==> config.mk <==
export PLATFORM = sky130hd
export DESIGN_NAME = apb_req_arbiter
export DESIGN_NICKNAME = d
export VERILOG_FILES = /design/src/rtl/apb_req_arbiter.sv
export SDC_FILE = /design/constraint.sdc
export NUM_CORES = 1
export LEC_CHECK = 0
export CAP_MARGIN = 20
export CELL_PAD_IN_SITES_DETAIL_PLACEMENT = 1
export CELL_PAD_IN_SITES_GLOBAL_PLACEMENT = 1
export CORE_ASPECT_RATIO = 1.2
export CORE_UTILIZATION = 45
export DETAILED_ROUTE_END_ITERATION = 10
export DONT_BUFFER_PORTS = 1
export HOLD_SLACK_MARGIN = 0.06
export PLACE_DENSITY_LB_ADDON = 0.1
export SYNTH_ARGS = -nofsm -noshare
export SYNTH_HDL_FRONTEND = slang
export SYNTH_SLANG_ARGS = --single-unit
export TNS_END_PERCENT = 50
==> constraint.sdc <==
create_clock -name pclk -period 5.6 [get_ports pclk]
set_input_delay 0 -clock pclk [delete_from_list [all_inputs] [get_ports pclk]]
set_output_delay 0 -clock pclk [all_outputs]
set_load 0.005 [all_outputs]
==> src/rtl/apb_req_arbiter.sv <==
`default_nettype none
// ============================================================================
// Module      : apb_req_arbiter
// Description : Round-robin arbiter that shares one APB master command port
//               between NUM_REQ requesters. It latches the winner's command,
//               holds it until the master reports ready, returns read data
//               with a per-requester done pulse, and aborts stalled
//               transfers with a watchdog.
// Revision    : 1.0 - initial release
// ============================================================================
module apb_req_arbiter #(
    parameter int NUM_REQ = 4,
    parameter int DATA_W  = 32,
    parameter int TIMEOUT = 16
) (
    input  logic                      pclk,
    input  logic                      preset_n,
    input  logic [NUM_REQ-1:0]        req_i,
    input  logic [NUM_REQ-1:0]        wr_i,
    input  logic [NUM_REQ*DATA_W-1:0] wdata_i,
    output logic [NUM_REQ-1:0]        gnt_o,
    output logic [NUM_REQ-1:0]        done_o,
    output logic                      err_o,
    output logic [DATA_W-1:0]         rdata_o,
    output logic [1:0]                add_o,
    output logic [DATA_W-1:0]         wdata_o,
    input  logic                      ready_i,
    input  logic [DATA_W-1:0]         rdata_i
);

    localparam int c_IDX_W = $clog2(NUM_REQ);
    localparam int c_WD_W  = $clog2(TIMEOUT) + 1;

    localparam logic [1:0] c_IDLE = 2'd0;
    localparam logic [1:0] c_BUSY = 2'd1;
    localparam logic [1:0] c_DONE = 2'd2;

    localparam logic [1:0] c_CMD_IDLE  = 2'b00;
    localparam logic [1:0] c_CMD_READ  = 2'b01;
    localparam logic [1:0] c_CMD_WRITE = 2'b11;

    localparam logic [c_WD_W-1:0]  c_WD_LAST  = c_WD_W'(TIMEOUT - 1);
    localparam logic [c_IDX_W:0]   c_NUM      = (c_IDX_W + 1)'(NUM_REQ);
    localparam logic [c_IDX_W-1:0] c_LAST_IDX = c_IDX_W'(NUM_REQ - 1);

    logic [1:0]         r_state;
    logic [1:0]         w_state_nxt;
    logic [c_IDX_W-1:0] r_ptr;
    logic [c_IDX_W-1:0] r_idx;
    logic [c_WD_W-1:0]  r_wd;

    logic [NUM_REQ-1:0] w_rot;
    logic [c_IDX_W-1:0] w_off;
    logic               w_found;
    logic [c_IDX_W:0]   w_sum;
    logic [c_IDX_W-1:0] w_win;
    logic [NUM_REQ-1:0] w_win_oh;
    logic               w_win_wr;
    logic [DATA_W-1:0]  w_wdata_sel;
    logic               w_exit;
    logic               w_timeout;

    // Rotate requests so bit 0 is the pointer position, take the lowest set
    // bit, then map the offset back to an absolute index modulo NUM_REQ.
    always_comb begin
        w_rot   = NUM_REQ'({req_i, req_i} >> r_ptr);
        w_off   = '0;
        w_found = 1'b0;
        for (int i = 0; i < NUM_REQ; i++) begin
            if (!w_found && w_rot[i]) begin
                w_found = 1'b1;
                w_off   = c_IDX_W'(i);
            end
        end
        w_sum = {1'b0, r_ptr} + {1'b0, w_off};
        if (w_sum >= c_NUM) begin
            w_sum = w_sum - c_NUM;
        end
        w_win    = w_sum[c_IDX_W-1:0];
        w_win_oh = NUM_REQ'(1) << w_win;
        w_win_wr = wr_i[w_win];
    end

    // Pick the winner's write-data slice with constant part-selects.
    always_comb begin
        w_wdata_sel = '0;
        for (int i = 0; i < NUM_REQ; i++) begin
            if (w_win == c_IDX_W'(i)) begin
                w_wdata_sel = wdata_i[i*DATA_W +: DATA_W];
            end
        end
    end

    // Transfer ends on ready or when the watchdog reaches its last count.
    always_comb begin
        w_timeout = (r_wd == c_WD_LAST);
        w_exit    = ready_i || w_timeout;
    end

    // State register.
    always_ff @(posedge pclk) begin
        if (!preset_n) begin
            r_state <= c_IDLE;
        end else begin
            r_state <= w_state_nxt;
        end
    end

    // Next-state logic: IDLE -> BUSY on any request, BUSY -> DONE on exit,
    // DONE always returns to IDLE after one cycle.
    always_comb begin
        w_state_nxt = r_state;
        case (r_state)
            c_IDLE:  if (|req_i) w_state_nxt = c_BUSY;
            c_BUSY:  if (w_exit) w_state_nxt = c_DONE;
            c_DONE:  w_state_nxt = c_IDLE;
            default: w_state_nxt = c_IDLE;
        endcase
    end

    // Datapath: latch command at grant, capture completion, advance pointer.
    always_ff @(posedge pclk) begin
        if (!preset_n) begin
            r_ptr   <= '0;
            r_idx   <= '0;
            r_wd    <= '0;
            gnt_o   <= '0;
            done_o  <= '0;
            err_o   <= 1'b0;
            rdata_o <= '0;
            add_o   <= c_CMD_IDLE;
            wdata_o <= '0;
        end else begin
            case (r_state)
                c_IDLE: begin
                    if (|req_i) begin
                        r_idx   <= w_win;
                        gnt_o   <= w_win_oh;
                        add_o   <= w_win_wr ? c_CMD_WRITE : c_CMD_READ;
                        wdata_o <= w_wdata_sel;
                        r_wd    <= '0;
                    end
                end
                c_BUSY: begin
                    if (w_exit) begin
                        add_o  <= c_CMD_IDLE;
                        done_o <= gnt_o;
                        // A real ready wins over a simultaneous timeout.
                        err_o  <= !ready_i;
                        if (ready_i && (add_o == c_CMD_READ)) begin
                            rdata_o <= rdata_i;
                        end
                    end else begin
                        r_wd <= r_wd + c_WD_W'(1);
                    end
                end
                c_DONE: begin
                    done_o <= '0;
                    err_o  <= 1'b0;
                    gnt_o  <= '0;
                    r_ptr  <= (r_idx == c_LAST_IDX) ? '0 : r_idx + c_IDX_W'(1);
                end
                default: begin
                    gnt_o  <= '0;
                    done_o <= '0;
                    err_o  <= 1'b0;
                    add_o  <= c_CMD_IDLE;
                end
            endcase
        end
    end

endmodule
`default_nettype wire

==> results of run 1 <==
[through the flow]
stage,hold slack (ps),utilization [%]
global placement,104.1,47.67
detailed placement,112.1,47.67
floorplan,100.2,-
[cell families after synthesis]
group / after synthesis / share of synthesized area (%)
compound gates: 120 / 20.39
xor+xnor: 6 / 1.553
fa+ha+maj: 4 / 1.150
buf+inv: 52 / 4.832
flops: 86 / 39.57
mux: 62 / 15.99
simple gates: 160 / 16.51
==> results_dict.tcl, run 1 <==
set metrics [dict create \
    outcome "did not finish" \
    failed_stage "clock tree synthesis (4_1_cts)" \
    stop_error "[ERROR RSZ-0060] Max buffer count reached." \
    cts_resized 0 \
    synth.top_cell.area_share_pct 39.57 \
    place_congestion 0.8180 \
    htreeDepth 3 \
    start_util_pct 47.16 \
    yosysWarnings 0 \
    clkSinkCount 86 \
    syn_avg_cell_area_sq_um 8.878 \
    ys_top_cells_by_count "86 x dfxtp_1, 76 x nand2_1, 56 x mux2i_1, 42 x nor2_1, 34 x a21boi_0" \
    ys_seq_area_share_pct 39.57 \
    netlist_instances 490 \
    cts_buffers 9 \
    post_cts_buffers 0 \
    syn_nets 665 \
    yosysMostFrequentCell "dfxtp_1" \
    dp_hpwl_um 9004 \
    dp.cells 575 \
    ys.flop_type "dfxtp_1" \
    synth-seq-cells 86 \
    num_io_pins 246 \
    fp.dieH_um 109.7 \
    holdBufCountCts 120 \
    dpl-instance-area_sq_um 4397 \
    synth-edff-count 0 \
    dp_worst_setup_slack_ps 2285 \
    async_reset_ff_share_pct 0 \
    yosysUniqueCellTypes 43 \
    ctsLongestPathBuffers 2 \
    dieWidth_um 91.76 \
    yosys.area.top_type "dfxtp_1" \
    syn_area_sq_um 4350 \
    num_rows 38 \
    cts-root-buf "clkbuf_8" \
    numPortBuffers 0 \
    synth_area_leaders "dfxtp_1 40%, mux2i_1 13%, nand2_1 6.6%, a21boi_0 5.9%, a221oi_1 3.6%" \
]
==> run 2: changes to the inputs <==
CELL_PAD_IN_SITES_DETAIL_PLACEMENT = unset   (was 1)
CELL_PAD_IN_SITES_GLOBAL_PLACEMENT = unset   (was 1)
CORE_ASPECT_RATIO = unset   (was 1.2)
CORE_UTILIZATION = 30   (was 45)
HOLD_SLACK_MARGIN = unset   (was 0.06)
PLACE_DENSITY_LB_ADDON = 0.15   (was 0.1)
==> run 2 against run 1 <==
Compared with the run above:
- the run now ends clean
- synthesized cell count unchanged
- area after synthesis unchanged
==> results_dict.tcl, run 2 <==
set metrics [dict create \
    clkSinkCount 86 \
    tns_ps 0 \
    clk_transition_reported_paths_ps 70 \
    hold_viol 0 \
    grt_pass1_vias 4160 \
    htreeDepth 3 \
    hp-start "wdata_i[92]" \
    largest_registers "rdata_o (32), wdata_o (32), r_wd (5)" \
    crit_buf_inv 3 \
    regToRegStartpoint "r_ptr[0]" \
    dieWidth_um 122.4 \
    num_io_pins 246 \
    p_leak_uw 0.002291 \
    ir_drop_mv 0.1399 \
    numPortBuffers 0 \
    cts_buffers 9 \
    drtIter0Drc 141 \
    fin_crit_sh_pct 75.70 \
    whs_path_depth 3 \
    grt_max_degree 56 \
    fin_skew_ps 6.898 \
    dp_hpwl_um 8768 \
    routed_wl_um 13800 \
    cts-root-buf "clkbuf_16" \
    outcome "finished clean" \
    crit_fanout 51 \
    required_ps 5880 \
    dp_worst_setup_slack_ps 2420 \
    slew_viol_final 0 \
    worstMarginPinSlew_ps 1027 \
    min_path_type "input pin to flip-flop" \
    worstSetupPathType "flip-flop to flip-flop" \
    area_growth_pct 37.13 \
    yosysWarnings 0 \
    synthSimpleGateAreaFrac_pct 16.51 \
    num_rows 43 \
    synth_top_family_by_area "compound AO/OA/AOI/OAI gates" \
    crit_family "buffers and inverters" \
    drtAntennaViolNets 0 \
    nets 759 \
    ctsLongestPathBuffers 2 \
    cts_tree "built" \
    crit_path_end_kind "flip-flop" \
    worstPathCellList "o22ai_1, o21ai_0, nand3_1, ha_2, xnor2_1, xnor2_4, buf_4, mux2i_1, dlygate4sd3_1, a221oi_1, dlygate4sd3_1" \
    start_util_pct 31.10 \
    most-common-layout-cells "116 x dlygate4sd3_1, 86 x dfxtp_1, 76 x nand2_1, 56 x mux2i_1, 42 x nor2_1" \
    yosysUniqueCellTypes 43 \
    relSlewSlack_pct 30.90 \
    antenna_cells 0 \
    cts_resized 0 \
    synth-edff-count 0 \
    clock_latency_ps 340 \
    max_stage_delay_ps 630 \
    worst_slack_ps 1361 \
    whs_endpoint "wdata_o[28]" \
    rsz0062_at_grt "no" \
    synth_fa_ha_area_share_pct 1.150 \
    yosys.area.top_type "dfxtp_1" \
    dieArea_sq_um 14990 \
    layout-drive-gt1-share_pct 6.282 \
    rrSetupSlack_ps 1360 \
    yosysMostFrequentCell "dfxtp_1" \
    route.detailed.drc 0 \
    wl_per_cell_um 17.94 \
    grt_overflow 0 \
    cap_violations 0 \
    post_cts_buffers 0 \
    place_congestion 0.7936 \
    synth_xor_area_share_pct 1.553 \
    powerDensity_nw_per_um2 280.3 \
    holdBufCountCts 117 \
    start_kind "flip-flop" \
    netlist_instances 490 \
    final_core_util_pct 42.65 \
    layout_commonest_cell "dlygate4sd3_1" \
    syn_area_sq_um 4350 \
    viasPerCell 5.268 \
    synth-seq-cells 86 \
    synth-compound-area-share_pct 20.39 \
    crit_top_cell "dlygate4sd3_1" \
    async_reset_ff_share_pct 0 \
    fp.dieH_um 122.4 \
    ys.flop_type "dfxtp_1" \
    fin_crit_ps 4239 \
    ys_top_cells_by_count "86 x dfxtp_1, 76 x nand2_1, 56 x mux2i_1, 42 x nor2_1, 34 x a21boi_0" \
    core_sq_um 13990 \
    synth.top_cell.area_share_pct 39.57 \
    cp.arrival_ps 4520 \
    antenna_found_initial 0 \
    fmax_mhz 235.9 \
    setup_violations 0 \
    syn_avg_cell_area_sq_um 8.878 \
    r2r_end "wdata_o[6]" \
    synth.mux.area_fraction_pct 15.99 \
    syn_nets 665 \
    grt_pass1_wl_um 20580 \
    ys_seq_area_share_pct 39.57 \
    grt_usage_pct 18.04 \
    synth_area_leaders "dfxtp_1 40%, mux2i_1 13%, nand2_1 6.6%, a21boi_0 5.9%, a221oi_1 3.6%" \
    worst-r2r-cell-count 11 \
    worst_path_max_delay_cell "buf_4" \
    firstDrtPassIters 4 \
    num_vias 4051 \
]
run 2: cell counts after synthesis:
No cell type changed its count.
run 2: how the worst max path moves through the flow:
stage,from,endpoint,cells past startpoint
finish,r_ptr[0],wdata_o[6],11
global route,r_ptr[0],wdata_o[20],13
CTS,r_ptr[0],wdata_o[23],11
detailed placement,r_ptr[0],wdata_o[16],6
global placement,r_ptr[0],wdata_o[21],8
floorplan,r_ptr[0],wdata_o[0],12
run 2: cells by family after synthesis:
kind of cell    Yosys count
compound gates          120
xor+xnor                  6
fa+ha+maj                 4
buf+inv                  52
flops                    86
mux                      62
simple gates            160
run 2: layer usage:
layer / vias to the layer above / GRT usage, % / wire [um]
li1: 1933 / - / -
met1: 1938 / 18.20 / 5182
met2: 153 / 33.39 / 7239
met3: 27 / 5.251 / 949
met4: 0 / 9.223 / 426
met5: - / 0 / 0
run 2: report_power, final:
group / switching, uW / leakage [uW] / total, uW / internal, uW
registers: 51.4 / 0.000704 / 716 / 665
clock network: 265 / 0.000135 / 581 / 315
logic: 173 / 0.00145 / 375 / 203
run 2: per-stage QoR:
step | power, uW | cell area [sq um] | instances | hold WS (ps)
after floorplan | 936.2 | 4350 | 490 | 100.2
after global placement | 990.6 | 4472 | 635 | 105.1
after detailed placement | 996.3 | 4472 | 635 | 108.9
after CTS | 1683 | 5938 | 768 | 1.148
after global routing | 1756 | 5966 | 769 | 12.96
final | 1672 | 5966 | 769 | 4.501
run 2: final cells by class:
type | instances | area [sq um]
Fill cell | 1365 | 8023
Multi-Input combinational cell | 352 | 2442
Sequential cell | 86 | 1722
Timing Repair Buffer | 123 | 1246
Clock buffer | 10 | 239.0
Tap cell | 180 | 225.2
Clock inverter | 6 | 46.29
Inverter | 12 | 45.04
run 2: tightest hold or removal path: cells and delay by family:
family           cells  cell delay, ps
AO/OA/AOI/OAI        1             160
multiplexers         1             130
AND/OR/NAND/NOR      1              20
No activity file was read; power rests on OpenSTA's default activity.
==> run 3: changes to the inputs <==
clock period = 4.4 ns   (was 5.6 ns; I/O delays follow)
==> run 3 against run 2 <==
Compared with the run above:
- sequential share of layout area shrank 0.25 points
- cell count is 0.13% higher
- wire length up 2.3%
- first-iteration DRC count is 57% higher
- critical path depth is 3 higher
- register-to-register slack worse by 880 ps
- clock skew up 2.3 ps
- setup slack worse by 880 ps
- sequential power increased by 27%
- flip-flop and latch count did not move
- utilization up 0.37 points
- clock power grew 42%
==> results_dict.tcl, run 3 (same netlist as run 2, synthesis figures left out) <==
set metrics [dict create \
    power_uw 2240 \
    fin_crit_sh_pct 89.17 \
    worstSetupPathType "flip-flop to flip-flop" \
    layout_commonest_cell "dlygate4sd3_1" \
    antenna_found_initial 0 \
    num_io_pins 246 \
    num_rows 43 \
    grt_usage_pct 17.85 \
    antenna_cells 0 \
    crit_buf_inv 4 \
    dieArea_sq_um 14990 \
    setup_violations 0 \
    htreeDepth 3 \
    viasPerCell 5.235 \
    start_kind "flip-flop" \
    ir_drop_mv 0.1677 \
    pwr-share-comb_pct 22.5 \
    worstMarginPinSlew_ps 1015 \
    crit_path_end_kind "flip-flop" \
    start_util_pct 31.10 \
    slew_viol_final 0 \
    largest_registers "rdata_o (32), wdata_o (32), r_wd (5)" \
    cap_violations 0 \
    clkSinkCount 86 \
    clk_transition_reported_paths_ps 60 \
    crit_fanout 16 \
    worst_slack_ps 476.6 \
    grt_overflow 0 \
    drtAntennaViolNets 0 \
    core_sq_um 13990 \
    route.detailed.drc 0 \
    grt_pass1_vias 4048 \
    firstDrtPassIters 4 \
    p_leak_uw 0.002309 \
    cts-root-buf "clkbuf_16" \
    fp.dieH_um 122.4 \
    worst_path_max_delay_cell "dlygate4sd3_1" \
    min_path_type "input pin to flip-flop" \
    swShare_pct 27.65 \
    rsz0062_at_grt "no" \
    cts_buffers 9 \
    dpl-instance-area_sq_um 4487 \
    design_area_sq_um 6017 \
    powerDensity_nw_per_um2 372.3 \
    fin_skew_ps 9.160 \
    crit_family "buffers and inverters" \
    worstPathCellList "nor2_1, nand2_1, nand3_1, o21ai_0, nand3_1, ha_2, xnor2_2, xnor2_4, buf_12, buf_4, mux2i_1, dlygate4sd3_1, a221oi_1, dlygate4sd3_1" \
    required_ps 4680 \
    dieWidth_um 122.4 \
    grt_pass1_wl_um 20270 \
    holdWs_ps 16.57 \
    switchingPower_uw 619.3 \
    p_int_uw 1621 \
    relSlewSlack_pct 31.72 \
    drtIter0Drc 222 \
    layout-drive-gt1-share_pct 7.797 \
    routed_wl_um 14120 \
    dp_hpwl_um 8876 \
    wl_per_cell_um 18.34 \
    pwr-share-seq_pct 40.7 \
    area_growth_pct 38.31 \
    grt_max_degree 67 \
    numPortBuffers 0 \
    cts_tree "built" \
    ctsLongestPathBuffers 2 \
    dp_worst_setup_slack_ps 1080 \
    num_vias 4031 \
    clock_latency_ps 340 \
    fmax_mhz 254.9 \
    max_stage_delay_ps 610 \
    power_frac_clock_pct 36.8 \
    fin_crit_ps 3923 \
    hold_viol 0 \
    place_congestion 0.8165 \
    nets 760 \
    most-common-layout-cells "107 x dlygate4sd3_1, 86 x dfxtp_1, 76 x nand2_1, 56 x mux2i_1, 42 x nor2_1" \
    outcome "finished clean" \
    tns_ps 0 \
    cp.arrival_ps 4200 \
]
run 3: changes by cell type in the layout (fill, tap and decap cells not counted):
cell | before | now
dlygate4sd3_1 | 116 | 107
buf_4 | 5 | 13
bufinv_16 | 0 | 2
clkbuf_1 | 0 | 2
clkinvlp_4 | 2 | 0
xnor2_2 | 1 | 3
buf_16 | 1 | 2
clkbuf_8 | 1 | 0
clkinv_4 | 2 | 1
xnor2_1 | 1 | 0
run 3: worst paths after layout:
kind | start | end | slack, ps | cells after the start
worst max register to register | r_ptr[0] | wdata_o[20] | 480 | 14
worst min-delay path | wdata_i[64] | wdata_o[0] | 20 | 3
worst min register to register | rdata_o[12] | rdata_o[12] | 480 | 2
worst max-delay path | r_ptr[0] | wdata_o[20] | 480 | 14
run 3: power by group through the flow:
| stage | clock (uW) | sequential [uW] | combinational [uW] |
|---|---|---|---|
| global placement | 0 | 928 | 333 |
| floorplan | 0 | 901 | 291 |
| CTS | 857 | 911 | 477 |
| finish | 824 | 912 | 504 |
| detailed placement | 0 | 927 | 343 |
| global route | 889 | 919 | 547 |
run 3: worst min-delay path: stages:
cell and delay [ps]:
nor2_1 20, mux2i_1 140, a32o_1 170
run 3: metal layers:
layer / up-vias / track usage (%) / part of all wire [%]
li1: 1940 / - / -
met1: 1887 / 18.43 / 38
met2: 165 / 31.53 / 50
met3: 39 / 5.390 / 7.4
met4: 0 / 10.98 / 4.2
met5: - / 0 / 0
run 3: what timing repair did:
action / in CTS / in global routing
resized for setup: 0 / 1
hold endpoints to repair: 78 / 0
setup endpoints to repair: 0 / 11
hold buffers: 108 / 0
buffers inserted: 0 / 7
run 3: area by class of cell:
| class | instances | area (sq um) |
|---|---|---|
| fillers | 1336 | 7971 |
| multi-input cells | 353 | 2466 |
| flip-flops and latches | 86 | 1722 |
| repair buffers | 123 | 1244 |
| clock buffers | 11 | 232.7 |
| well taps | 180 | 225.2 |
| clock inverters | 5 | 82.58 |
| inverters | 12 | 45.04 |
run 3: metrics by stage:
stage / util, % / instances
after floorplan: - / 490
after global placement: 32.08 / 637
after global routing: 43.01 / 770
after detailed placement: 32.08 / 637
after CTS: 42.18 / 761
final: 43.01 / 770
==> run 4: changes to the inputs <==
ABC_AREA = 1   (was unset)
==> run 4 against run 3 <==
Compared with the run above:
- critical path depth increased by 4
- count of clock-buffer cells in the layout is 1 lower
- utilization is 3.8 points lower
- combinational power rose by 21%
- clock power down 7.3%
- register-to-register slack better by 70 ps
- critical path type unchanged
- critical endpoint is now wdata_o[18]
==> results_dict.tcl, run 4 <==
set metrics [dict create \
    worstMarginPinSlew_ps 943.4 \
    worst-r2r-cell-count 18 \
    worst_path_max_delay_cell "dlygate4sd3_1" \
    most-common-layout-cells "117 x nand2_1, 105 x nor2_1, 101 x dlygate4sd3_1, 86 x dfxtp_1, 80 x nand3_1" \
    grt_overflow 0 \
    grt_max_degree 62 \
    synth-seq-cells 86 \
    ys.flop_type "dfxtp_1" \
    cts_tree "built" \
    crit_top_cell "nand2_1" \
    fp.dieH_um 126.2 \
    fin_crit_ps 3855 \
    wl_per_cell_um 16.57 \
    clkSinkCount 86 \
    p_leak_uw 0.002634 \
    start_kind "flip-flop" \
    ir_drop_mv 0.1879 \
    min_path_type "input pin to flip-flop" \
    slew_viol_final 0 \
    layout_commonest_cell "nand2_1" \
    routed_wl_um 15580 \
    syn_avg_cell_area_sq_um 6.860 \
    rsz0062_at_grt "no" \
    worst_slack_ps 545.4 \
    cap_violations 0 \
    setup_violations 0 \
    start_util_pct 30.57 \
    num_io_pins 246 \
    clock_latency_ps 340 \
    numPortBuffers 0 \
    holdBufCountCts 102 \
    syn_nets 850 \
    antenna_found_initial 0 \
    antenna_cells 0 \
    clk_transition_reported_paths_ps 70 \
    tns_ps 0 \
    finalNonFillerCells 940 \
    ctsLongestPathBuffers 2 \
    cp.arrival_ps 4140 \
    powerDensity_nw_per_um2 387.0 \
    nets 922 \
    relSlewSlack_pct 37.04 \
    largest_registers "rdata_o (32), wdata_o (32), r_wd (5)" \
    crit_fanout 55 \
    num_vias 4939 \
    synth.mux.area_fraction_pct 0 \
    synth_top_family_by_area "simple AND/OR/NAND/NOR gates" \
    netlist_instances 675 \
    ys_top_cells_by_count "117 x nand2_1, 105 x nor2_1, 86 x dfxtp_1, 80 x nand3_1, 62 x o21ai_0" \
    dieWidth_um 126.2 \
    dp_hpwl_um 10620 \
    route.detailed.drc 0 \
    fin_skew_ps 5.057 \
    synthSimpleGateAreaFrac_pct 38.80 \
    core_sq_um 15150 \
    dp.cells 822 \
    fin_crit_sh_pct 87.61 \
    drtIter0Drc 243 \
    cts_buffers 9 \
    post_cts_buffers 0 \
    grt_pass1_vias 4792 \
    yosysMostFrequentCell "nand2_1" \
    async_reset_ff_share_pct 0 \
    yosys.area.top_type "dfxtp_1" \
    drtAntennaViolNets 0 \
    crit_path_end_kind "flip-flop" \
    viasPerCell 5.254 \
    required_ps 4680 \
    outcome "finished clean" \
    grt_usage_pct 19.35 \
    worstPathCellList "inv_2, nand2_1, nand3_1, nand2_1, nand3_1, a21boi_0, ha_2, xnor2_1, inv_1, nand2_4, nand2_8, nor2_1, nand2_1, nand3_1, dlygate4sd3_1, nand2_1, dlygate4sd3_1, nand2_1" \
    synth_fa_ha_area_share_pct 1.081 \
    synth-compound-area-share_pct 11.65 \
    yosysWarnings 0 \
    synth.top_cell.area_share_pct 37.18 \
    synth-edff-count 0 \
    worstSetupPathType "flip-flop to flip-flop" \
    syn_area_sq_um 4631 \
    place_congestion 0.8457 \
    dpl-instance-area_sq_um 4616 \
    layout-drive-gt1-share_pct 6.649 \
    max_stage_delay_ps 550 \
    synth_xor_area_share_pct 0.1891 \
    dp_worst_setup_slack_ps 1584 \
    synth_area_leaders "dfxtp_1 37%, nand2_1 9.5%, nand3_1 8.6%, nor2_1 8.5%, nand4_1 7.0%" \
    grt_pass1_wl_um 24140 \
    htreeDepth 3 \
    yosysUniqueCellTypes 37 \
    num_rows 45 \
    dieArea_sq_um 15940 \
    firstDrtPassIters 5 \
    area_growth_pct 28.21 \
    fmax_mhz 259.4 \
    hold_viol 0 \
    cts_resized 0 \
    ys_seq_area_share_pct 37.18 \
    whs_path_depth 3 \
    design_area_sq_um 5937 \
    cts-root-buf "clkbuf_16" \
]
[run 4: cell count changes after synthesis, sizes merged, moves of 40 or more]
cell   previous run  this run
inv              12        52
nand4             1        52
mux2i            56         0
o21ai            23        80
nor2             42       108
nand3             4        82
nand2            76       122
[run 4: stage by stage]
| stage | power [uW] | hold WS [ps] | util (%) |
|---|---|---|---|
| floorplan | 1316 | 134.9 | - |
| finish | 2298 | 15.75 | 39.20 |
| global placement | 1408 | 137.5 | 30.48 |
| detailed placement | 1416 | 142.7 | 30.48 |
| global route | 2440 | 27.28 | 39.20 |
| CTS | 2331 | 1.286 | 39.20 |
[run 4: worst paths after layout]
| kind | from | end | slack (ps) |
|---|---|---|---|
| max | r_ptr[0] | wdata_o[18] | 550 |
| min | preset_n | rdata_o[29] | 20 |
| min reg2reg | r_idx[1] | r_idx[1] | 460 |
| max reg2reg | r_ptr[0] | wdata_o[18] | 550 |
[run 4: critical path, delay by kind of cell (launching register included)]
kind	cells	cell delay (ps)
xor gates and xnor gates	1	190
DFF	1	440
buffers and inverters	4	1330
adders and majority gates	1	220
AOI/OAI and AO/OA	1	220
and+or+nand+nor	11	1380
[run 4: layout make-up]
cell class | instances | area [sq um]
clock buffer | 10 | 229.0
clock inverter | 6 | 61.31
fill | 1568 | 9209
inverter | 54 | 202.7
multi-input combinational | 487 | 2404
sequential | 86 | 1722
tap | 188 | 235.2
timing repair buffer | 109 | 1084
[run 4: cells by family (layout without fill, tap and decap cells)]
family | Yosys count | in the layout
fa+ha+maj | 4 | 4
xor+xnor | 1 | 1
compound gates | 100 | 100
simple gates | 382 | 382
buf+inv | 102 | 179
flops | 86 | 86
[run 4: layer usage]
metal  vias to the layer above  global-route usage (%)  wire length [um]
li1                       2401                       -                 -
met1                      2335                   22.94              6536
met2                       182                   34.45              7984
met3                        21                   3.738               811
met4                         0                   7.158               242
met5                         -                       0                 0
[run 4: where the power goes]
part,switching (uW),internal [uW]
Combinational,352,258
Sequential,68.9,855
Clock,324,440
Total,745,1550
